File: config.mk
export PLATFORM = sky130hd
export DESIGN_NAME = pp_pipeline_accel_df_sched
export DESIGN_NICKNAME = d
export VERILOG_FILES = /design/src/rtl/pp_df_sched_pkg.sv /design/src/rtl/pp_df_sync_latch.sv /design/src/rtl/pp_pipeline_accel_df_sched.sv
export SDC_FILE = /design/constraint.sdc
export NUM_CORES = 1
export LEC_CHECK = 0
export CAP_MARGIN = 20
export CORE_MARGIN = 5
export CORE_UTILIZATION = 39
export CTS_BUF_LIST = sky130_fd_sc_hd__clkbuf_2
export CTS_CLUSTER_SIZE = 20
export DETAILED_ROUTE_END_ITERATION = 10
export GPL_TIMING_DRIVEN = 0
export HOLD_SLACK_MARGIN = 0.15
export PLACE_DENSITY = 0.76
export SLEW_MARGIN = 20
export SYNTH_ARGS = -nofsm -noshare
export SYNTH_HDL_FRONTEND = slang
export SYNTH_SLANG_ARGS = --single-unit
File: constraint.sdc
create_clock -name ap_clk -period 1.5 [get_ports ap_clk]
set_clock_uncertainty 0.1 [all_clocks]
set_input_delay 0.3 -clock ap_clk [delete_from_list [all_inputs] [get_ports ap_clk]]
set_output_delay 0.3 -clock ap_clk [all_outputs]
set_load 0.03 [all_outputs]
File: src/rtl/pp_df_sched_pkg.sv
// Shared types and constants for the pp_pipeline_accel dataflow scheduler.
package pp_df_sched_pkg;

    localparam int PP_DF_MAX_PROC      = 16;
    localparam int PP_DF_CNT_W_DEFAULT = 32;

    typedef logic [1:0] state_t;

    localparam state_t S_IDLE  = 2'd0;
    localparam state_t S_START = 2'd1;
    localparam state_t S_WAIT  = 2'd2;
    localparam state_t S_DONE  = 2'd3;

endpackage

File: src/rtl/pp_df_sync_latch.sv
// Per-bit sticky latch with set enable and synchronous clear, plus an
// "all set, counting this cycle's inputs" reduction so the caller can
// react in the same cycle the last bit arrives.
module pp_df_sync_latch
    import pp_df_sched_pkg::*;
#(
    parameter int W = 4
) (
    input  logic         clk,
    input  logic         rst,
    input  logic         set_en,
    input  logic [W-1:0] set_in,
    input  logic         clr,
    output logic [W-1:0] lat,
    output logic         all_set
);

    // Clear wins over set: the cycle that completes the set also closes it.
    always_ff @(posedge clk or posedge rst) begin
        if (rst) begin
            lat <= '0;
        end else if (clr) begin
            lat <= '0;
        end else if (set_en) begin
            lat <= lat | set_in;
        end
    end

    // Reduction includes the live inputs so simultaneous arrivals count once.
    always_comb begin
        all_set = &(lat | set_in);
    end

endmodule

File: src/rtl/pp_pipeline_accel_df_sched.sv
// Dataflow-region scheduler: fans ap_start/ap_continue out to NUM_PROC
// child processes and folds their ap_ready/ap_done into one ap_ctrl_chain
// interface. One run in flight at a time.
// Optional run-cycle counter enabled by defining PP_DF_SCHED_PERF_CNT_EN.
//
// state   | meaning
// S_IDLE  | no run; waiting for ap_start
// S_START | starting children; collecting ready (and early done)
// S_WAIT  | all children started; collecting done
// S_DONE  | run complete; ap_done held until ap_continue
module pp_pipeline_accel_df_sched
    import pp_df_sched_pkg::*;
#(
    parameter int NUM_PROC = 4,
    parameter int CNT_W    = PP_DF_CNT_W_DEFAULT
) (
    input  logic                ap_clk,
    input  logic                ap_rst,
    input  logic                ap_start,
    output logic                ap_ready,
    output logic                ap_done,
    input  logic                ap_continue,
    output logic                ap_idle,
    output logic [NUM_PROC-1:0] proc_start,
    input  logic [NUM_PROC-1:0] proc_ready,
    input  logic [NUM_PROC-1:0] proc_done,
    output logic [NUM_PROC-1:0] proc_continue,
    input  logic [NUM_PROC-1:0] proc_idle
`ifdef PP_DF_SCHED_PERF_CNT_EN
    ,
    output logic [CNT_W-1:0]    run_cycles,
    output logic                run_cycles_vld
`endif
);

    state_t              state;
    state_t              state_nxt;
    logic                in_start;
    logic                in_wait;
    logic                collect;
    logic [NUM_PROC-1:0] rdy_lat;
    logic [NUM_PROC-1:0] done_lat;
    logic                all_rdy;
    logic                all_done;
    logic                rdy_clr;
    logic                done_clr;
    logic                go_done;

    // State decode and handshake qualifiers.
    always_comb begin
        in_start = (state == S_START);
        in_wait  = (state == S_WAIT);
        collect  = in_start | in_wait;
        rdy_clr  = in_start & all_rdy;
        done_clr = (state == S_DONE) & ap_continue;
        go_done  = in_wait & all_done;
    end

    pp_df_sync_latch #(.W(NUM_PROC)) u_rdy_latch (
        .clk     (ap_clk),
        .rst     (ap_rst),
        .set_en  (in_start),
        .set_in  (proc_ready),
        .clr     (rdy_clr),
        .lat     (rdy_lat),
        .all_set (all_rdy)
    );

    // Done collection also runs in S_START: a fast child may finish before
    // the slowest sibling has accepted its start.
    pp_df_sync_latch #(.W(NUM_PROC)) u_done_latch (
        .clk     (ap_clk),
        .rst     (ap_rst),
        .set_en  (collect),
        .set_in  (proc_done),
        .clr     (done_clr),
        .lat     (done_lat),
        .all_set (all_done)
    );

    // Next-state logic; continue together with start skips the idle bubble.
    always_comb begin
        state_nxt = state;
        case (state)
            S_IDLE:  if (ap_start) state_nxt = S_START;
            S_START: if (all_rdy)  state_nxt = S_WAIT;
            S_WAIT:  if (all_done) state_nxt = S_DONE;
            S_DONE:  if (ap_continue) state_nxt = ap_start ? S_START : S_IDLE;
            default: state_nxt = S_IDLE;
        endcase
    end

    // State register.
    always_ff @(posedge ap_clk or posedge ap_rst) begin
        if (ap_rst) begin
            state <= S_IDLE;
        end else begin
            state <= state_nxt;
        end
    end

    // ap_done is registered: rises the cycle after the last child done.
    always_ff @(posedge ap_clk or posedge ap_rst) begin
        if (ap_rst) begin
            ap_done <= 1'b0;
        end else if (go_done) begin
            ap_done <= 1'b1;
        end else if (done_clr) begin
            ap_done <= 1'b0;
        end
    end

    // Combinational handshake outputs toward host and children.
    always_comb begin
        ap_ready      = rdy_clr;
        ap_idle       = (state == S_IDLE) & (&proc_idle);
        proc_start    = in_start ? ~rdy_lat : '0;
        proc_continue = collect ? (proc_done & ~done_lat) : '0;
    end

`ifdef PP_DF_SCHED_PERF_CNT_EN
    logic [CNT_W-1:0] cnt;
    logic [CNT_W-1:0] cnt_inc;
    logic             enter_start;

    // Saturating increment; the captured value includes the final busy cycle.
    always_comb begin
        cnt_inc     = (cnt == '1) ? cnt : cnt + CNT_W'(1);
        enter_start = (state_nxt == S_START) & ~in_start;
    end

    // Busy-cycle counter, restarted on every run launch.
    always_ff @(posedge ap_clk or posedge ap_rst) begin
        if (ap_rst) begin
            cnt <= '0;
        end else if (enter_start) begin
            cnt <= '0;
        end else if (collect) begin
            cnt <= cnt_inc;
        end
    end

    // Snapshot of the count on entry to S_DONE with a one-cycle valid.
    always_ff @(posedge ap_clk or posedge ap_rst) begin
        if (ap_rst) begin
            run_cycles     <= '0;
            run_cycles_vld <= 1'b0;
        end else begin
            run_cycles_vld <= go_done;
            if (go_done) begin
                run_cycles <= cnt_inc;
            end
        end
    end
`endif

endmodule

==> flow_metrics.env, run 1 <==
export IMPL_grt_ovfl_total=0
export IMPL_vdd_ir_drop_max_mv=1.29
export IMPL_cts_hold_buf=0
export IMPL_die_area_mm2=0.00265
export IMPL_drt_total_wl_um=2040
export IMPL_hpwl_um=1310
export IMPL_die_y_um=51.5
export IMPL_drt_iter0_drc=11
export IMPL_insertion_delay_ns=0.27
export IMPL_antenna_found_initial=0
export IMPL_hold_path_class="in -> async"
export IMPL_synthTopCellsByArea="dfrtp_1, ha_1, a21oi_1"
export IMPL_fmax_mhz=532
export IMPL_areaGrowthSynthToFinish_pct=89.4
export IMPL_setup_violations=12
export IMPL_drcViolationCount=0
export IMPL_async_flop_share=1.00
export IMPL_regArea_um2=275
export IMPL_antenna_cells=0
export IMPL_tritoncts="done"
export IMPL_path_class="reg -> out"
export IMPL_synth_edf_count=0
export IMPL_pwr_share_comb=0.726
export IMPL_ys_seq_area_frac=0.410
export IMPL_syn_nets=92
export IMPL_slew_violations=0
export IMPL_grt_pass1_vias=799
export IMPL_fillCellCount=129
export IMPL_vias=707
export IMPL_fin_worst_hold_slack_ns=0.198
export IMPL_synthTopCellsByCount="a21oi_1, dfrtp_1, nor2_1"
export IMPL_relSlewSlack=0.718
export IMPL_antenna_left=0
export IMPL_p_sw_uw=1310
export IMPL_ios=27
export IMPL_drtPass1Iterations=4
export IMPL_ys_warn_count=0
export IMPL_netlist_area_um2=671
export IMPL_worst_slew_pin_slew_ns=0.423
export IMPL_synth_cell_types=23
export IMPL_period_needed_ns=1.88
export IMPL_cap_viol_max_count=0
export IMPL_rsz0062_at_grt="true"
export IMPL_syn_area_per_cell_um2=9.45
export IMPL_slowest_stage="dfrtp_1"
export IMPL_seqPwrFrac=0.213
export IMPL_vias_per_cell=5.40
export IMPL_crit_path_max_incr_delay_ns=0.45
export IMPL_root_buffer="clkbuf_2"
export IMPL_crit_fanout=5
export IMPL_start_util=0.397
export IMPL_htree_levels=1
export IMPL_row_count=15
export IMPL_port_buffers=26
export IMPL_multi_input_area_um2=546
export IMPL_grtUsageTotal=0.166
export IMPL_place_gp_congestion=0.655
export IMPL_clockBufferDepth=2
export IMPL_die_w_um=51.5
export IMPL_ys_ff_latch=11
export IMPL_critPathTopFamily="flip-flops"
export IMPL_netlist_area_leader_share=0.410
export IMPL_period_share=1.25
export IMPL_cts_sinks=11
export IMPL_pwr_share_clk=0.061
export IMPL_critPathLaunchType="flip-flop"
export IMPL_hold_violations=0
export IMPL_wl_per_cell_um=15.6
export IMPL_dpl_instance_area_mm2=0.00100
export IMPL_cp_end_kind="output pin"
export IMPL_powerDensity_mw_per_mm2=2320
export IMPL_status="complete, but fails checks"
export IMPL_power_internal_uw=1630
export IMPL_switching_share=0.445
export IMPL_critPathBufInv=3
export IMPL_core_mm2=0.00169
export IMPL_crit_arrival_ns=1.48
export IMPL_synthCells=71
export IMPL_numCtsBuffers=3
export IMPL_required_ns=1.10
export IMPL_path_cells="inv_2, ha_4, buf_8, nand2_4, nor2_4, buf_6"
export IMPL_layout_drive_gt1_share=0.544
export IMPL_synth_ff_type="dfrtp_1"
export IMPL_p_leak_uw=0.000566
export IMPL_fin_area_mm2=0.00127
export IMPL_grt_max_degree=12
export IMPL_synth_most_common_cell="a21oi_1"
export IMPL_finalWorstSetupSlack_ns=-0.381
export IMPL_nets=136
export IMPL_grt_pass1_wl_um=3260
export IMPL_violations="negative setup slack"
export IMPL_clkSlewWorstSetupHoldPaths_ns=0.12
export IMPL_yosys_area_top_type="dfrtp_1"
## cell usage in the layout, fill, tap and decap left out, types with 2 or more instances in the layout
cell,Yosys,final
a21oi_1,12,12
buf_4,1,9
buf_6,0,13
clkbuf_2,0,4
clkdlybuf4s50_1,0,12
dfrtp_1,11,11
dlygate4sd2_1,0,4
ha_4,0,4
inv_2,2,4
nand2_1,6,2
nand2_4,0,4
nand3_2,1,2
nor2_1,11,5
nor2_2,0,2
nor2_4,0,4
nor2b_4,0,4
o22ai_2,2,4
## metal layers
layer,vias to the layer above,track usage,part of all wire
li1,332,-,-
met1,347,0.163,0.36
met2,25,0.339,0.58
met3,3,0.0292,0.050
met4,0,0.0524,0.012
met5,-,0,0
## path summary, 6_finish.rpt
| path | start | endpoint | slack (ns) | cells after the start |
|---|---|---|---|---|
| min in group ap_clk | proc_ready[0] | u_rdy_latch.lat[0] | 0.36 | 3 |
| min | ap_rst | state[0] | 0.20 | 2 |
| max | state[0] | proc_continue[0] | -0.38 | 6 |
| max in group asynchronous | ap_rst | u_rdy_latch.lat[1] | 0.80 | 2 |
| min reg2reg | ap_done | ap_done | 0.42 | 1 |
| max reg2reg | state[0] | state[1] | -0.13 | 6 |
## through the flow
stage | setup TNS, ns | cells | worst slack, ns | utilization | total power, uW
after floorplan | 0 | 71 | 0.000286 | - | 1610
after global placement | -5.98 | 114 | -0.684 | 0.593 | 1960
after detailed placement | -6.53 | 114 | -0.725 | 0.593 | 2010
after CTS | -2.29 | 130 | -0.286 | 0.730 | 2760
after global routing | -3.52 | 131 | -0.415 | 0.752 | 3100
final | -3.13 | 131 | -0.381 | 0.752 | 2940
## layout make-up
type	instances	area share
multi-input combinational	54	0.430
timing repair buffer	39	0.295
sequential	11	0.217
tap	17	0.0167
clock buffer	4	0.0158
inverter	5	0.0148
buffer	1	0.0118
## what timing repair did
item | in CTS | in global routing
setup buffers | 12 | 2
cloned | 1 | 0
gates resized for setup | 97 | 7
setup endpoints to repair | 12 | 14
pin swaps | 7 | 5
## worst reg2reg max path, cell delays in order (launching register included)
cell	delay, ns
dfrtp_1	0.45
inv_2	0.09
ha_4	0.17
buf_6	0.12
a22oi_4	0.17
nand3_2	0.12
mux2_4	0.30
## cell families after synthesis
| family | Yosys count | share of synthesized area |
|---|---|---|
| simple gates | 25 | 0.174 |
| compound gates | 23 | 0.261 |
| flops | 11 | 0.410 |
| buf+inv | 6 | 0.0392 |
| fa+ha+maj | 5 | 0.0933 |
| mux | 1 | 0.0224 |
## flip-flops by register name, summed over array words and instances (netlist names)
register          cells
state                 2
ap_done               1
u_done_latch.lat      4
u_rdy_latch.lat       4
## power groups by stage
stage | combinational (uW) | sequential [uW] | clock [uW]
final | 2140 | 628 | 180
after global routing | 2270 | 648 | 191
after CTS | 1970 | 613 | 174
after detailed placement | 1390 | 617 | 0
after global placement | 1350 | 612 | 0
after floorplan | 995 | 617 | 0
Power figures use the tool's default switching activity.
==> run 2, diff against run 1 <==
- SKIP_CTS_REPAIR_TIMING: not set -> 1
==> run 2 against run 1 <==
Compared with the run above:
- the run still ends with negative setup slack left
- register-to-register slack improved by 0.03 ns
- highest routed layer unchanged
- critical path type unchanged
- global-route usage is 3.1 points lower
- hold slack gained 0.0093 ns
- largest cell class unchanged
==> flow_metrics.env, run 2 (same netlist as run 1, synthesis figures left out) <==
export IMPL_status="complete, but fails checks"
export IMPL_violations="negative setup slack"
export IMPL_cp_end_kind="output pin"
export IMPL_crit_path_max_incr_delay_ns=0.42
export IMPL_period_needed_ns=1.83
export IMPL_tritoncts="done"
export IMPL_setup_violations=11
export IMPL_port_buffers=26
export IMPL_row_count=15
export IMPL_grt_pass1_vias=691
export IMPL_dpl_cell_count=114
export IMPL_clkSlewWorstSetupHoldPaths_ns=0.12
export IMPL_finalWorstSetupSlack_ns=-0.331
export IMPL_areaGrowthSynthToFinish_pct=68.7
export IMPL_hold_path_class="in -> async"
export IMPL_antenna_found_initial=0
export IMPL_drt_iter0_drc=8
export IMPL_relSlewSlack=0.714
export IMPL_wl_per_cell_um=14.2
export IMPL_required_ns=1.10
export IMPL_final_common_cell="clkdlybuf4s50_1"
export IMPL_antenna_left=0
export IMPL_r2r_slack_ns=-0.10
export IMPL_grt_ovfl_total=0
export IMPL_htree_levels=1
export IMPL_fmax_mhz=546
export IMPL_crit_arrival_ns=1.43
export IMPL_drtPass1Iterations=4
export IMPL_ios=27
export IMPL_largestRegisters="u_done_latch.lat (4), u_rdy_latch.lat (4), state (2)"
export IMPL_critPathLaunchType="flip-flop"
export IMPL_finish_utilization=0.670
export IMPL_root_buffer="clkbuf_2"
export IMPL_crit_path_frequent_cell="buf_6"
export IMPL_start_util=0.397
export IMPL_p_leak_uw=0.000514
export IMPL_path_cells="inv_2, ha_4, buf_6, nand2_2, nor2_4, buf_6"
export IMPL_grt_max_degree=12
export IMPL_slew_violations=0
export IMPL_period_share=1.22
export IMPL_numCtsBuffers=3
export IMPL_cp_depth=6
export IMPL_clockBufferDepth=2
export IMPL_cts_sinks=11
export IMPL_hpwl_um=1310
export IMPL_nets=133
export IMPL_vias=678
export IMPL_totalNegativeSetupSlack_ns=-3.04
export IMPL_rsz0062_at_grt="true"
export IMPL_layout_drive_gt1_share=0.477
export IMPL_vias_per_cell=5.30
export IMPL_die_area_mm2=0.00265
export IMPL_drcViolationCount=0
export IMPL_antenna_cells=0
export IMPL_critPathTopFamily="flip-flops"
export IMPL_grtUsageTotal=0.135
export IMPL_place_gp_congestion=0.655
export IMPL_final_cell_mix="clkdlybuf4s50_1, a21oi_1, dfrtp_1"
export IMPL_path_class="reg -> out"
export IMPL_cap_viol_max_count=0
export IMPL_insertion_delay_ns=0.27
export IMPL_dp_slack_ns=-0.725
export IMPL_core_mm2=0.00169
export IMPL_die_y_um=51.5
export IMPL_worstRegToRegCells=6
export IMPL_vdd_ir_drop_max_mv=1.23
export IMPL_grt_pass1_wl_um=2750
export IMPL_hold_violations=0
export IMPL_powerDensity_mw_per_mm2=2220
export IMPL_drt_total_wl_um=1820
export IMPL_worst_slew_pin_slew_ns=0.428
export IMPL_die_w_um=51.5
export IMPL_slowest_stage="dfrtp_1"
export IMPL_critPathBufInv=3
export IMPL_crit_fanout=5
export IMPL_fin_cells=128
-- run 2: changes by cell type in the layout (fill, tap and decap cells not counted), moves of 3 or more --
cell / before / now
dlygate4sd2_1: 4 / 0
nor2b_4: 4 / 0
buf_6: 13 / 6
clkdlybuf4s50_1: 12 / 15
nand2_4: 4 / 0
nor2b_2: 0 / 4
nand2_2: 0 / 4
-- run 2: layout make-up --
type,count,area [um^2]
fillers,152,558
multi-input cells,54,460
plain buffers,1,11.3
repair buffers,36,324
well taps,17,21.3
clock buffers,4,20.0
inverters,5,18.8
flip-flops and latches,11,275
-- run 2: final timing paths --
path / start / end
max in group asynchronous: ap_rst / u_done_latch.lat[3]
worst max-delay path: state[0] / proc_continue[2]
min in group ap_clk: ap_done / ap_done
worst min-delay path: ap_rst / state[1]
worst min register to register: ap_done / ap_done
worst max register to register: state[0] / state[1]
-- run 2: worst reg2reg max path: cells and delay by family, from the launching register on --
| kind | cells | cell delay [ns] |
|---|---|---|
| AO/OA/AOI/OAI | 1 | 0.17 |
| adder cells (fa/ha/maj) | 1 | 0.17 |
| buffers and inverters | 2 | 0.22 |
| flip-flops | 1 | 0.42 |
| multiplexers | 1 | 0.30 |
| AND/OR/NAND/NOR | 1 | 0.11 |
-- run 2: where the power goes --
part / internal [uW] / switching, uW / total (uW)
sequential: 444 / 162 / 606
combinational: 876 / 856 / 1730
clock: 70.7 / 107 / 177
total: 1390 / 1130 / 2520
-- run 2: per-layer routing --
metal	global-route usage	wire length (um)	part of all wire
met1	0.145	723	0.40
met2	0.261	969	0.53
met3	0.0292	109	0.060
met4	0.0393	16	0.0088
met5	0	0	0
-- run 2: stage by stage --
step,total power [uW],hold slack (ns),area [um^2]
after CTS,2180,0.247,1020
after floorplan,1610,0.0524,719
after detailed placement,2010,0.397,1000
after global placement,1960,0.400,1000
final,2520,0.207,1130
after global routing,2660,0.258,1130
